`src/rtl/irq_ctrl.sv`:
```
// irq_ctrl -- external interrupt controller in front of the CPU's four
// external interrupt lines.
//
// Peripheral requests are rising-edge detected into a pending register.
// Pending bits are gated by a software mask, and the lowest eligible index
// is dispatched as a PULSE_LEN-cycle pulse on ext_int[sel % 4]. The
// controller then waits for a rising edge on reti, or a timeout, and holds
// ext_int low for one gap cycle before the next dispatch can start.
//
// Ports:
//   clk, reset      clock, synchronous active-high reset
//   src_irq         peripheral requests (rising-edge triggered)
//   mask_we/wdata   mask register write (1 = source enabled)
//   clr_we/wdata    write-1-to-clear pending; any write clears timeout_flag
//   reti            CPU return-from-interrupt (rising edge = acknowledge)
//   ext_int         CPU ext_int1..4 (bit n drives line n+1)
//   cur_src         index of the most recently dispatched source
//   pending, mask   register read-back
//   busy            high whenever the FSM is not idle
//   timeout_flag    sticky, set when an acknowledge timed out
module irq_ctrl #(
    parameter int NSRC        = 8,
    parameter int PULSE_LEN   = 2,
    parameter int ACK_TIMEOUT = 1024
) (
    input  logic            clk,
    input  logic            reset,
    input  logic [NSRC-1:0] src_irq,
    input  logic            mask_we,
    input  logic [NSRC-1:0] mask_wdata,
    input  logic            clr_we,
    input  logic [NSRC-1:0] clr_wdata,
    input  logic            reti,
    output logic [3:0]      ext_int,
    output logic [7:0]      cur_src,
    output logic [NSRC-1:0] pending,
    output logic [NSRC-1:0] mask,
    output logic            busy,
    output logic            timeout_flag
);

    localparam int PW = $clog2(PULSE_LEN + 1);
    localparam int TW = $clog2(ACK_TIMEOUT + 1);

    typedef enum logic [1:0] {
        S_IDLE,
        S_PULSE,
        S_WAIT_ACK,
        S_GAP
    } state_t;

    state_t          state;
    state_t          state_nxt;
    logic [NSRC-1:0] src_prev;
    logic            reti_prev;
    logic [PW-1:0]   pulse_cnt;
    logic [TW-1:0]   ack_cnt;

    logic [NSRC-1:0] eligible;
    logic [NSRC-1:0] rise;
    logic [NSRC-1:0] clr_bits;
    logic [NSRC-1:0] disp_bits;
    logic [3:0]      sel;
    logic            sel_found;
    logic            dispatch;
    logic            reti_rise;
    logic            ack_expire;

    assign eligible   = pending & mask;
    assign rise       = src_irq & ~src_prev;
    assign clr_bits   = clr_we ? clr_wdata : '0;
    assign reti_rise  = reti & ~reti_prev;
    assign ack_expire = (ack_cnt == TW'(ACK_TIMEOUT - 1));
    assign dispatch   = (state == S_IDLE) && (eligible != '0);
    assign disp_bits  = dispatch ? (NSRC'(1) << sel) : '0;

    // Lowest eligible index has priority.
    always_comb begin
        sel       = '0;
        sel_found = 1'b0;
        for (int unsigned i = 0; i < NSRC; i++) begin
            if (eligible[i] && !sel_found) begin
                sel       = 4'(i);
                sel_found = 1'b1;
            end
        end
    end

    // State register
    always_ff @(posedge clk) begin
        if (reset) state <= S_IDLE;
        else       state <= state_nxt;
    end

    // Next-state logic
    always_comb begin
        state_nxt = state;
        case (state)
            S_IDLE:     if (dispatch) state_nxt = S_PULSE;
            S_PULSE:    if (pulse_cnt == '0) state_nxt = S_WAIT_ACK;
            S_WAIT_ACK: if (reti_rise || ack_expire) state_nxt = S_GAP;
            S_GAP:      state_nxt = S_IDLE;
            default:    state_nxt = S_IDLE;
        endcase
    end

    // Outputs: decoded from registered state and cur_src, so ext_int only
    // changes on clock edges and at most one line is ever high.
    always_comb begin
        busy    = (state != S_IDLE);
        ext_int = '0;
        if (state == S_PULSE) ext_int[cur_src[1:0]] = 1'b1;
    end

    // Datapath registers
    always_ff @(posedge clk) begin
        if (reset) begin
            // src_prev tracks the live input during reset so that a request
            // already high at reset release is not seen as a new edge.
            src_prev     <= src_irq;
            reti_prev    <= 1'b0;
            pending      <= '0;
            mask         <= '0;
            cur_src      <= '0;
            timeout_flag <= 1'b0;
            pulse_cnt    <= '0;
            ack_cnt      <= '0;
        end else begin
            src_prev  <= src_irq;
            reti_prev <= reti;

            // New edges win over both clear sources on the same bit.
            pending <= (pending & ~clr_bits & ~disp_bits) | rise;

            if (mask_we) mask <= mask_wdata;

            if (state == S_WAIT_ACK && !reti_rise && ack_expire)
                timeout_flag <= 1'b1;
            else if (clr_we)
                timeout_flag <= 1'b0;

            if (dispatch) begin
                cur_src   <= 8'(sel);
                pulse_cnt <= PW'(PULSE_LEN - 1);
            end else if (state == S_PULSE && pulse_cnt != '0) begin
                pulse_cnt <= pulse_cnt - 1'b1;
            end

            if (state != S_WAIT_ACK)
                ack_cnt <= '0;
            else if (ack_cnt != TW'(ACK_TIMEOUT))
                ack_cnt <= ack_cnt + 1'b1;
        end
    end

endmodule

```
`config.mk`:
```
export PLATFORM = sky130hd
export DESIGN_NAME = irq_ctrl
export DESIGN_NICKNAME = d
export VERILOG_FILES = /design/src/rtl/irq_ctrl.sv
export SDC_FILE = /design/constraint.sdc
export NUM_CORES = 1
export LEC_CHECK = 0
export ABC_AREA = 1
export CORE_ASPECT_RATIO = 1.2
export CORE_MARGIN = 2
export CORE_UTILIZATION = 42
export DETAILED_ROUTE_END_ITERATION = 8
export GPL_TIMING_DRIVEN = 0
export PLACE_DENSITY_LB_ADDON = 0.15
export SYNTH_ARGS = -nofsm -noshare
export SYNTH_HDL_FRONTEND = slang
export SYNTH_SLANG_ARGS = --single-unit
```
`constraint.sdc`:
```
create_clock -name clk -period 1.5 [get_ports clk]
set_input_delay 0.15 -clock clk [delete_from_list [all_inputs] [get_ports clk]]
set_output_delay 0.15 -clock clk [all_outputs]
set_load 0.05 [all_outputs]
```
==> results of run 1 <==
## critical path, cell delays in order (launching register included)
cell and delay (ns):
dfxtp_2 0.37, ha_4 0.15, nand2_2 0.06, inv_2 0.08, nand3_4 0.07, nor2_4 0.13
nand3_2 0.08, nand2_2 0.09, nand3_4 0.08, nor3_2 0.16, nor2_1 0.06
## final timing paths
path | from | slack (ns) | cells after the start | end
min | src_irq[1] | 0.32 | 1 | src_prev[1]$_DFF_P_
max reg2reg | ack_cnt[1]$_SDFFE_PP0P_ | 0.06 | 10 | state[0]$_SDFFE_PP0P_
min reg2reg | src_prev[5]$_DFF_P_ | 0.48 | 3 | pending[5]$_SDFF_PP0_
max | ack_cnt[1]$_SDFFE_PP0P_ | 0.06 | 10 | state[0]$_SDFFE_PP0P_
## layer usage
| layer | global-route usage, % | vias to the layer above | part of all wire [%] |
|---|---|---|---|
| met3 | 4.902 | 6 | 4.3 |
| met4 | 7.143 | 0 | 1.5 |
| li1 | - | 1000 | - |
| met2 | 33.14 | 36 | 54 |
| met1 | 19.43 | 840 | 40 |
| met5 | 0 | - | 0 |
## state kept, by name, indices dropped and copies added, names as in the netlist
register and flops:
timeout_flag 1, pulse_cnt 2, src_prev 8, reti_prev 1, cur_src 3, mask 8, ack_cnt 11, state 2
pending 8
## what timing repair did
item / 4_1_cts / 5_1_grt
buffers inserted: 0 / 4
gates resized for setup: 50 / 27
setup endpoints to repair: 27 / 15
pin swaps: 0 / 8
hold buffers: 0 / 0
## Yosys cell counts (all sizes together)
| master | number | area share, % |
|---|---|---|
| clkbuf | 2 | 0.37 |
| inv | 41 | 7.7 |
| o31ai | 1 | 0.37 |
| buf | 6 | 2.4 |
| a21boi | 2 | 0.74 |
| clkinv | 1 | 0.18 |
| nand3 | 17 | 5.4 |
| conb | 1 | 0.18 |
| nor3 | 10 | 3.3 |
| a31oi | 1 | 0.31 |
| nand2 | 52 | 10 |
| a211oi | 1 | 0.37 |
| nand4 | 4 | 1.2 |
| ha | 6 | 3.7 |
| nor2 | 44 | 9.1 |
| or2 | 2 | 0.62 |
| a21oi | 18 | 4.8 |
| o21ai | 14 | 3.4 |
| dfxtp | 44 | 43 |
| xor2 | 1 | 0.43 |
| o211ai | 5 | 1.8 |
## cell usage in the layout, fill, tap and decap left out, drive strengths merged
master         synthesis  final
clkinv                 1      1
xor2                   1      1
dlygate4sd2            0     19
nor3                  10     10
clkbuf                 2     11
ha                     6      6
clkdlybuf4s15          0      1
a31oi                  1      1
buf                    6     14
nor2                  44     44
o31ai                  1      1
or2                    2      2
inv                   41     41
a21boi                 2      2
o21ai                 14     14
conb                   1      5
dfxtp                 44     44
o211ai                 5      5
a21oi                 18     18
clkdlybuf4s50          0     27
nand3                 17     17
nand4                  4      4
a211oi                 1      1
nand2                 52     52
## power breakdown
part	internal (mW)	switching, mW
clock	0.376	0.378
sequential	1.28	0.0784
combinational	0.424	0.831
## cell type report
cell class | count | area [um^2]
Multi-Input combinational cell | 183 | 1047
Inverter | 42 | 162.7
Clock buffer | 8 | 90.09
Tap cell | 58 | 72.57
Buffer | 8 | 56.30
Sequential cell | 44 | 902.1
Timing Repair Buffer | 56 | 518.0
Fill cell | 437 | 1779
## stage by stage
stage / area (um^2) / setup slack, ns / power [mW]
global placement: 2681 / -0.2232 / 2.565
floorplan: 2088 / -0.1967 / 2.220
CTS: 2734 / 0.004678 / 3.281
global route: 2849 / -0.05034 / 3.592
finish: 2849 / 0.06453 / 3.372
detailed placement: 2681 / -0.2320 / 2.583
## cells by family after synthesis
kind of cell	synth area share, %
flops	43.27
buf+inv	10.63
fa+ha+maj	3.688
compound gates	11.86
simple gates	29.93
other cells	0.1842
xor+xnor	0.4303
==> flow_results.org, run 1 <==
** Power
- Worst supply voltage drop on vdd :: roughly 0.64 mV
- Leakage power figure :: 1.254 nW
- Power per cell area :: about 1200 nW/um^2

** Clock tree
- The later pin in the worst-skew pair is clocked with a latency of between 0.2 and 0.3 ns.
- Total number of H-tree levels :: 2
- TritonCTS built the clock tree.
- Counting the buffers created by CTS gives 5.
- The tree is rooted in a clkbuf_8.
- The tree built by TritonCTS fans out to 44 sinks.
- Clock-pin slew was measured on the worst setup and hold paths at roughly 0.08 ns.
- Counting along the longest clock path gives a buffer depth of 2.

** Timing
- Across the routed clock network, the largest skew measured is between 0.005 and 0.006 ns.
- Final Max Tran Viols :: 0
- Setup repair after global routing could not meet its margin everywhere.
- Relative max-transition margin :: between 60% and 70%
- Slew at the pin closest to its max-slew limit :: 0.5515 ns
- Hold violation total from the final report :: 0
- Hold Worst Slack :: approximately 0.32 ns
- Post-route fraction of the period consumed by the critical path :: between 90 and 100%
- Total negative setup slack :: 0 ns
- Final number of setup-violating endpoints :: 0
- Final period demand of the worst path :: roughly 1.4 ns
- Highest clock rate :: approximately 700 MHz

** Critical path
- Required time reported for the critical path endpoint :: about 1.7 ns
- CP Launch Type :: flip-flop
- Along the worst path, the maximum fanout reaches 4.
- Endpoint arrival time on the critical path :: about 1.6 ns
- By startpoint and endpoint, the worst setup path is classified as flip-flop to flip-flop.
- Nature of the critical path endpoint :: flip-flop

** Drt
- Final antenna-violating net count :: 0
- DR iter-0 viols :: 71
- Detailed-route DRC error count :: 0
- First-pass detailed-route iteration total :: 4
- Summing over every cut layer, the via total after detailed routing is roughly 1.9k.
- Routed len/inst :: 11.53 um
- Dividing the detail-routed via count by the number of cells gives between 4 and 5.
- Aggregate routed wire length :: roughly 4600 um

** Global route
- Via count of the first global-routing pass :: between 1.5k and 2k
- Initial antenna violation count :: 0
- Global-route usage over all layers :: a little under a fifth
- Global-route wire length before repair :: approximately 7400 um
- Entering global routing, the biggest net connects 13 pins.
- Global routing finished with a remaining overflow of 0.

** Yosys
- The synthesized netlist occupies a cell area of 2036 um^2.
- Syn avg cell area :: between 7 and 8 um^2
- For this run, the number of Yosys warnings is 0.
- After synthesis, flip-flops and latches occupy a little over two fifths of the total area.
- The netlist uses 34 different library cells.
- Counting flops and latches in the post-synthesis netlist gives 44.
- Cell count after synthesis :: approximately 270

** Placed design
- # port buffers :: 52
- Detailed placer's ending HPWL :: between 3000 and 4000 um
- Weighted congestion at the end of routability-driven global placement :: around 0.8
- Number of cells after detailed placement :: around 390

** Layout
- Synthesis-to-finish area growth :: 39.95%
- Cells with a size suffix above 1 make up 22.87% of the layout.
- The finished layout holds 399 standard cells, fillers aside.
- Final core area utilization :: between 60% and 70%
- The final layout contains 375 nets.
- 0 antenna diodes ended up in the layout.

** Die
- The die covers around 5400 um^2.
- DIE WIDTH :: roughly 68 um
- 59 I/O pins were placed.
- Effective utilization at floorplan :: between 40% and 50%
- Height of the die :: 80.27 um
- The floorplan has 27 rows.
- The core region is approximately 4600 um^2.

** Worst hold path
- The worst hold path belongs to the class input pin to flip-flop.

** Run
- Max-capacitance violation count :: 0

** Status
- The flow ran to the end, and the final reports show no timing, DRC or antenna violations.
Note: power is estimated with default switching activity, not from simulation.
==> run 2: changes to the inputs <==
--- a/config.mk
+++ b/config.mk
@@ -6,12 +6,14 @@
 export NUM_CORES = 1
 export LEC_CHECK = 0
 export ABC_AREA = 1
+export CAP_MARGIN = 20
 export CORE_ASPECT_RATIO = 1.2
 export CORE_MARGIN = 2
 export CORE_UTILIZATION = 42
 export DETAILED_ROUTE_END_ITERATION = 8
 export GPL_TIMING_DRIVEN = 0
 export PLACE_DENSITY_LB_ADDON = 0.15
+export RECOVER_POWER = 25
 export SYNTH_ARGS = -nofsm -noshare
 export SYNTH_HDL_FRONTEND = slang
 export SYNTH_SLANG_ARGS = --single-unit
==> flow_results.org, run 2 (same netlist as run 1, synthesis figures left out) <==
** Power
- Overall power after layout :: 3.365 mW (-0.21%)
- Sequential Power Share :: 40.5% (about the same)
- Power per cell area :: 1184 nW/um^2 (about the same)
- Part of the power in the clock network :: 22.4% (about the same)
- Share of power burned in combinational logic :: 37.1% (about the same)
- Internal cell power :: 2.077 mW (-0.34%)
- The switching part of the total power is 38.27% (+0.081 points).
- Leakage power figure :: 1.255 nW (about the same)
- The net switching power figure came to 1.288 mW (about the same).
- Worst supply voltage drop on vdd :: 0.6355 mV (about the same)

** Die
- DIE WIDTH :: 67.56 um (unchanged)
- Effective utilization at floorplan :: 43.98% (unchanged)
- The core region area came to 4628 um^2 (unchanged).
- Height of the die :: 80.27 um (unchanged)
- Number of standard-cell rows in the floorplan :: 27 (unchanged)
- The total die area is 5422 um^2 (unchanged).
- The top-level port count came to 59 (unchanged).

** Status
- Status :: finished clean

** Global route
- Via count of the first global-routing pass :: 1680 (unchanged)
- The initial antenna violation count came to 0 (unchanged).
- Global-route wire length before repair :: 7383 um (unchanged)
- Global-route usage over all layers :: 18.24% (unchanged)
- The maximum number of pins on one net before global-route repair came to 13 (unchanged).
- The overflow left after global routing was 0 (unchanged).

** Critical path
- The slowest stage of the critical path is the dfxtp_2 cell.
- The register-to-register setup slack was 0.06 ns (about the same).
- Endpoint arrival time on the critical path :: 1.63 ns (about the same)
- STA classifies the critical path endpoint as a flip-flop.
- Max Fanout on Critical Path :: 4 (unchanged)
- The highest cell delay on the worst timing path was 0.37 ns (about the same).
- Critical-path cell list :: ha_4 > nand2_2 > inv_2 > nand3_4 > nor2_4 > nand3_2 > nand2_2 > nand3_4 > nor3_2 > nor2_1
- By startpoint and endpoint, the worst setup path is classified as flip-flop to flip-flop.
- Required time reported for the critical path endpoint :: 1.69 ns (about the same)
- CP Launch Type :: flip-flop

** Clock tree
- The tree is rooted in a clkbuf_8.
- Total clock buffers created by CTS :: 5 (unchanged)
- CTS tree :: done
- Clock Path Buffers :: 2 (unchanged)
- The clock network latency to the later pin of the worst-skew pair was 0.30 ns (about the same).
- The clock-pin transition on the worst setup and hold timing paths is 0.08 ns (about the same).
- Total number of H-tree levels :: 2 (unchanged)
- The number of buffers inserted by hold repair at cts was 0 (unchanged).
- Total number of clock tree sinks :: 44 (unchanged)

** Timing
- Clock Skew :: 0.005258 ns (+0.000004250 ns)
- The final period demand of the worst path is 1.436 ns (+0.0005193 ns).
- Final number of setup-violating endpoints :: 0 (unchanged)
- The post-route worst setup slack came to 0.06401 ns (-0.0005193 ns).
- RSZ-0062 raised after global routing :: yes
- Slew at the pin closest to its max-slew limit :: 0.5515 ns (-0.00002813 ns)
- Highest clock rate :: 696.4 MHz (about the same)
- Final Max Tran Viols :: 0 (unchanged)
- Relative max-transition margin :: 63.23% (about the same)
- The share of the clock period used by the worst path after layout was 95.73% (about the same).
- Hold violation total from the final report :: 0 (unchanged)

** Drt
- The DRC violations left is 0 (unchanged).
- The initial DRC count came to 70 (-1.4%).
- The vias after detailed routing came to 1877 (-0.27%).
- Aggregate routed wire length :: 4600 um (about the same)
- The total iterations of the first detailed-routing run was 4 (unchanged).
- Via density per instance :: 4.704 (-0.27%)
- Routed len/inst :: 11.53 um (about the same)
- The residual antenna-violating net count after detailed routing was 0 (unchanged).

** Placed design
- The total placed instance area was 2681 um^2 (unchanged).
- The worst setup slack before clock tree synthesis was -0.2320 ns (unchanged).
- The count of buffers inserted at the top-level ports came to 52 (unchanged).
- The weighted congestion reported at the end of routability-driven placement was 0.8033 (unchanged).
- The half-perimeter wire length after detailed placement was 3544 um (unchanged).

** Worst hold path
- Type of the worst min-delay path :: input pin to flip-flop

** Layout
- Seq. cell area :: 902.1 um^2 (unchanged)
- The area occupied by multi-input gates was 1047 um^2 (unchanged).
- Final Cell Area :: 2843 um^2 (-0.22%)
- N_diodes :: 0 (unchanged)
- The library cells used most frequently in the layout, excluding fill and tap cells, are nand2_1, nor2_1, inv_1, dfxtp_1, dlygate4sd2_1.
- Register name with the most flops :: ack_cnt
- Count of fill cells added during filler insertion :: 439 (+0.46%)
- The share of layout cells above drive strength 1 was 22.87% (unchanged).
- The flip-flop count of the largest register, all copies and words added is 11 (unchanged).
- The count of nets after finishing was 375 (unchanged).
- Synthesis-to-finish area growth :: 39.64%
- Leaving out fill and tap cells, the most frequent cell in the layout is nand2_1.

** Run
- Max-capacitance violation count :: 0 (unchanged)
==> run 2: layer usage <==
| metal | wire length (um) | global-route usage, % | share of wire (%) |
|---|---|---|---|
| met1 | 1824 | 19.43 | 40 |
| met5 | 0 | 0 | 0 |
| met4 | 69 | 7.143 | 1.5 |
| met3 | 200 | 4.902 | 4.3 |
| met2 | 2506 | 33.14 | 54 |
==> run 2: worst paths after layout <==
check / start / to / cells past startpoint
setup / recovery: ack_cnt[1]$_SDFFE_PP0P_ / state[0]$_SDFFE_PP0P_ / 10
hold / removal: reti / reti_prev$_SDFF_PP0_ / 3
setup reg to reg: ack_cnt[1]$_SDFFE_PP0P_ / state[0]$_SDFFE_PP0P_ / 10
hold reg to reg: src_prev[5]$_DFF_P_ / pending[5]$_SDFF_PP0_ / 3
==> run 2: repair_timing <==
| action | 4_1_cts | 5_1_grt |
|---|---|---|
| setup buffers | 0 | 4 |
| endpoints found under the setup margin | 27 | 15 |
| pin swaps | 0 | 8 |
| resized for setup | 50 | 27 |
==> run 2: power groups by stage <==
stage	Clock, mW	Combinational (mW)	Sequential, mW
after CTS	0.778	1.15	1.35
after global routing	0.833	1.37	1.38
after global placement	0	1.19	1.38
final	0.754	1.25	1.36
after detailed placement	0	1.20	1.38
after floorplan	0	0.690	1.53
==> run 2: layout make-up <==
class                   count  share of cell area, %
multi-input cells         183                  36.84
flip-flops and latches     44                  31.73
repair buffers             56                  18.22
inverters                  42                  5.722
clock buffers               8                  3.169
well taps                  58                  2.553
plain buffers               8                  1.761
==> run 2: worst max-delay path, delay by kind of cell (launching register included) <==
kind | cells | cell delay, ns
DFF | 1 | 0.37
buffers and inverters | 1 | 0.08
adders and majority gates | 1 | 0.15
and+or+nand+nor | 8 | 0.73
==> run 2: through the flow <==
step | instances | TNS, ns | utilization (%) | hold slack, ns
2_1_floorplan | 277 | -0.5436 | - | 0.1777
3_3_place_gp | 387 | -1.454 | 57.93 | 0.4564
3_5_place_dp | 387 | -1.605 | 57.93 | 0.4681
4_1_cts | 395 | 0 | 59.07 | 0.3180
5_1_grt | 399 | -0.07453 | 61.42 | 0.4037
6_report | 399 | 0 | 61.42 | 0.3947
==> run 3: changes to the inputs <==
--- a/config.mk
+++ b/config.mk
@@ -7,13 +7,12 @@
 export LEC_CHECK = 0
 export ABC_AREA = 1
 export CAP_MARGIN = 20
-export CORE_ASPECT_RATIO = 1.2
+export CORE_ASPECT_RATIO = 0.5
 export CORE_MARGIN = 2
 export CORE_UTILIZATION = 42
 export DETAILED_ROUTE_END_ITERATION = 8
 export GPL_TIMING_DRIVEN = 0
 export PLACE_DENSITY_LB_ADDON = 0.15
-export RECOVER_POWER = 25
 export SYNTH_ARGS = -nofsm -noshare
 export SYNTH_HDL_FRONTEND = slang
 export SYNTH_SLANG_ARGS = --single-unit
==> flow_results.org, run 3 (same netlist as run 1, synthesis figures left out) <==
** Status
- Status :: finished clean

** Timing
- The number of hold violations in the final report is 0 (unchanged).
- Final number of setup-violating endpoints :: 0 (unchanged)
- Clock Skew :: 0.01336 ns (+0.008098 ns)
- Post-route fraction of the period consumed by the critical path :: 95.73% (about the same)
- The remaining max-slew budget at the tightest pin came to 61.99% (-1.2 points).
- The highest attainable clock frequency is 696.4 MHz (about the same).
- Final Max Tran Viols :: 0 (unchanged)
- RSZ-0062 raised after global routing :: yes
- Slew at the pin closest to its max-slew limit :: 0.5701 ns (+0.01862 ns)
- Final period demand of the worst path :: 1.436 ns (-0.0001117 ns)
- The sum of negative setup slack came to 0 ns (unchanged).

** Global route
- Global-route usage over all layers :: 18.40% (+0.16 points)
- M3 GR Usage :: 5.284% (+0.38 points)
- Most used routing layer :: met2
- The met1 usage in global routing was 22.31% (+2.9 points).
- Initial antenna violation count :: 0 (unchanged)
- The overflow left after global routing came to 0 (unchanged).
- GR Layer Usage met2 :: 32.14% (-1.0 points)
- Global-route wire length before repair :: 7555 um (+2.3%)
- The number of global-route vias before repair is 1694 (+0.83%).
- Maximum number of pins on one net before global-route repair :: 14 (+1)

** Clock tree
- The number of buffers between clock root and the deepest sink was 2 (unchanged).
- CTS tree :: done
- Clock root buffer master :: clkbuf_8
- Clk Latency, worst-skew pair :: 0.30 ns (about the same)
- Total clock buffers created by CTS :: 5 (unchanged)
- Total number of clock tree sinks :: 44 (unchanged)
- The number of buffers inserted by hold repair at cts is 0 (unchanged).
- Clock input transition at the sequential cells of the worst setup and hold paths :: 0.09 ns (about the same)
- The level count of the clock H-tree is 2 (unchanged).

** Die
- The total die area was 5454 um^2 (+0.58%).
- IO Pins :: 59 (unchanged)
- DIE WIDTH :: 102.5 um (+52%)
- Core area :: 4531 um^2 (-2.1%)
- Number of standard-cell rows in the floorplan :: 17 (-37%)
- The initial core utilization was 44.93% (+0.95 points).
- The height of the die is 53.23 um (-34%).

** Critical path
- CP Launch Type :: flip-flop
- Endpoint arrival time on the critical path :: 1.62 ns (about the same)
- Nature of the critical path endpoint :: flip-flop
- Cell depth of the worst flop-to-flop path :: 10 (unchanged)
- Crit Reg-Reg Endpoint :: ack_cnt[10]$_SDFFE_PP0P_
- Max Fanout on Critical Path :: 4 (unchanged)
- Worst setup slack for register-to-register paths :: 0.06 ns (about the same)
- The worst register-to-register path begins at ack_cnt[0]$_SDFFE_PP0P_.
- Required time reported for the critical path endpoint :: 1.68 ns (about the same)
- The worst setup path is of the flip-flop to flip-flop kind.

** Run
- Max-capacitance violation count :: 0 (unchanged)

** Drt
- The initial DRC count was 43 (-39%).
- The residual antenna-violating net count after detailed routing came to 0 (unchanged).
- The DRC violations left came to 0 (unchanged).
- First-pass detailed-route iteration total :: 6 (+2)
- Aggregate routed wire length :: 4745 um (+3.2%)
- The vias per cell was 4.677 (-0.59%).
- The vias after detailed routing was 1894 (+0.91%).
- The routed length per instance was 11.72 um (+1.6%).

** Layout
- Ratio of cells with drive above 1 in the final layout :: 21.24% (-1.6 points)
- The final core utilization came to 62.17% (+0.74 points).
- The register cell area after layout came to 900.9 um^2 (-0.14%).
- Count of fill cells added during filler insertion :: 435 (-0.91%)
- Total number of nets in the final design :: 373 (-0.53%)
- The area occupied by multi-input gates came to 1013 um^2 (-3.2%).
- N_diodes :: 0 (unchanged)
- Leading cell type in the layout, fill and taps excluded :: nand2_1
- The flip-flop count of the largest register, all copies and words added came to 11 (unchanged).
- Synthesis-to-finish area growth :: 38.35%
- In the layout the commonest cells are nand2_1, nor2_1, inv_1, dfxtp_1, clkdlybuf4s50_1.
- ack_cnt holds more flip-flops than any other register.

** Placed design
- The half-perimeter wire length after detailed placement came to 3509 um (-0.99%).
- # port buffers :: 52 (unchanged)
- Weighted congestion at the end of routability-driven global placement :: 0.7771 (-3.3%)

** Power
- The leakage power came to 1.249 nW (-0.49%).
- Worst supply voltage drop on vdd :: 0.5320 mV (-16%)
- The power density over cell area came to 1187 nW/um^2 (+0.29%).

** Worst hold path
- Hold worst-path end :: src_prev[6]$_DFF_P_
- Startpoint of the most critical hold path :: src_irq[6]
- The path class of the tightest hold or removal check is input pin to flip-flop.
- Hold Crit Depth :: 1 (-2)
-- run 3: cell count changes in the layout (fill, tap and decap cells not counted), moves of 2 or more --
cell,before,now
buf_4,12,9
buf_6,1,4
clkdlybuf4s50_1,17,27
dlygate4sd3_1,10,0
ha_1,3,5
-- run 3: final cells by class --
cell class              count  share of cell area [%]
multi-input cells         183                   35.98
well taps                  66                   2.932
inverters                  42                   5.686
clock inverters             1                  0.2665
repair buffers             54                   18.08
clock buffers               7                   3.065
flip-flops and latches     44                   31.99
plain buffers               8                   1.999
-- run 3: critical path, stage by stage (launching register included) --
cell and delay [ns]:
dfxtp_2 0.34, ha_1 0.16, nand2_1 0.06, inv_2 0.10
nand3_4 0.08, nor2_4 0.11, inv_1 0.08, nor2_4 0.12
nand2_2 0.07, o21ai_1 0.12, a21oi_1 0.08
-- run 3: worst max-delay path by stage --
stage,startpoint,endpoint,slack (ns)
floorplan,cur_src[0]$_SDFFE_PP0P_,ext_int[3],-0.20
global placement,state[1]$_SDFFE_PP0P_,ext_int[0],-0.20
detailed placement,state[1]$_SDFFE_PP0P_,ext_int[2],-0.22
CTS,state[1]$_SDFFE_PP0P_,ext_int[1],0.0007
global route,ack_cnt[0]$_SDFFE_PP0P_,ack_cnt[10]$_SDFFE_PP0P_,-0.04
finish,ack_cnt[0]$_SDFFE_PP0P_,ack_cnt[10]$_SDFFE_PP0P_,0.06
-- run 3: power by group --
group / switching [mW] / leakage, nW / total, mW / internal [mW]
combinational: 0.809 / 0.836 / 1.22 / 0.415
clock: 0.389 / 0.0445 / 0.763 / 0.374
sequential: 0.0752 / 0.368 / 1.36 / 1.28
total: 1.27 / 1.25 / 3.34 / 2.07
-- run 3: layer usage --
| layer | up-vias | wire length [um] |
|---|---|---|
| met5 | - | 0 |
| met4 | 0 | 43 |
| met3 | 5 | 217 |
| met2 | 31 | 2314 |
| met1 | 866 | 2170 |
| li1 | 992 | - |
-- run 3: what timing repair did --
item | 4_1_cts | 5_1_grt
endpoints found under the setup margin | 28 | 16
buffers inserted | 0 | 2
pin swaps | 0 | 2
endpoints found under the hold margin | 0 | 0
resized for setup | 49 | 23
-- run 3: stage by stage --
stage	setup WS, ns	power [mW]	area (um^2)	hold WS, ns	instances
after floorplan	-0.1967	2.220	2088	0.1777	277
after global placement	-0.2005	2.555	2691	0.4557	395
after detailed placement	-0.2201	2.589	2691	0.4675	395
after CTS	0.0006521	3.295	2744	0.3131	403
after global routing	-0.03835	3.556	2816	0.3100	405
final	0.06412	3.344	2816	0.3213	405
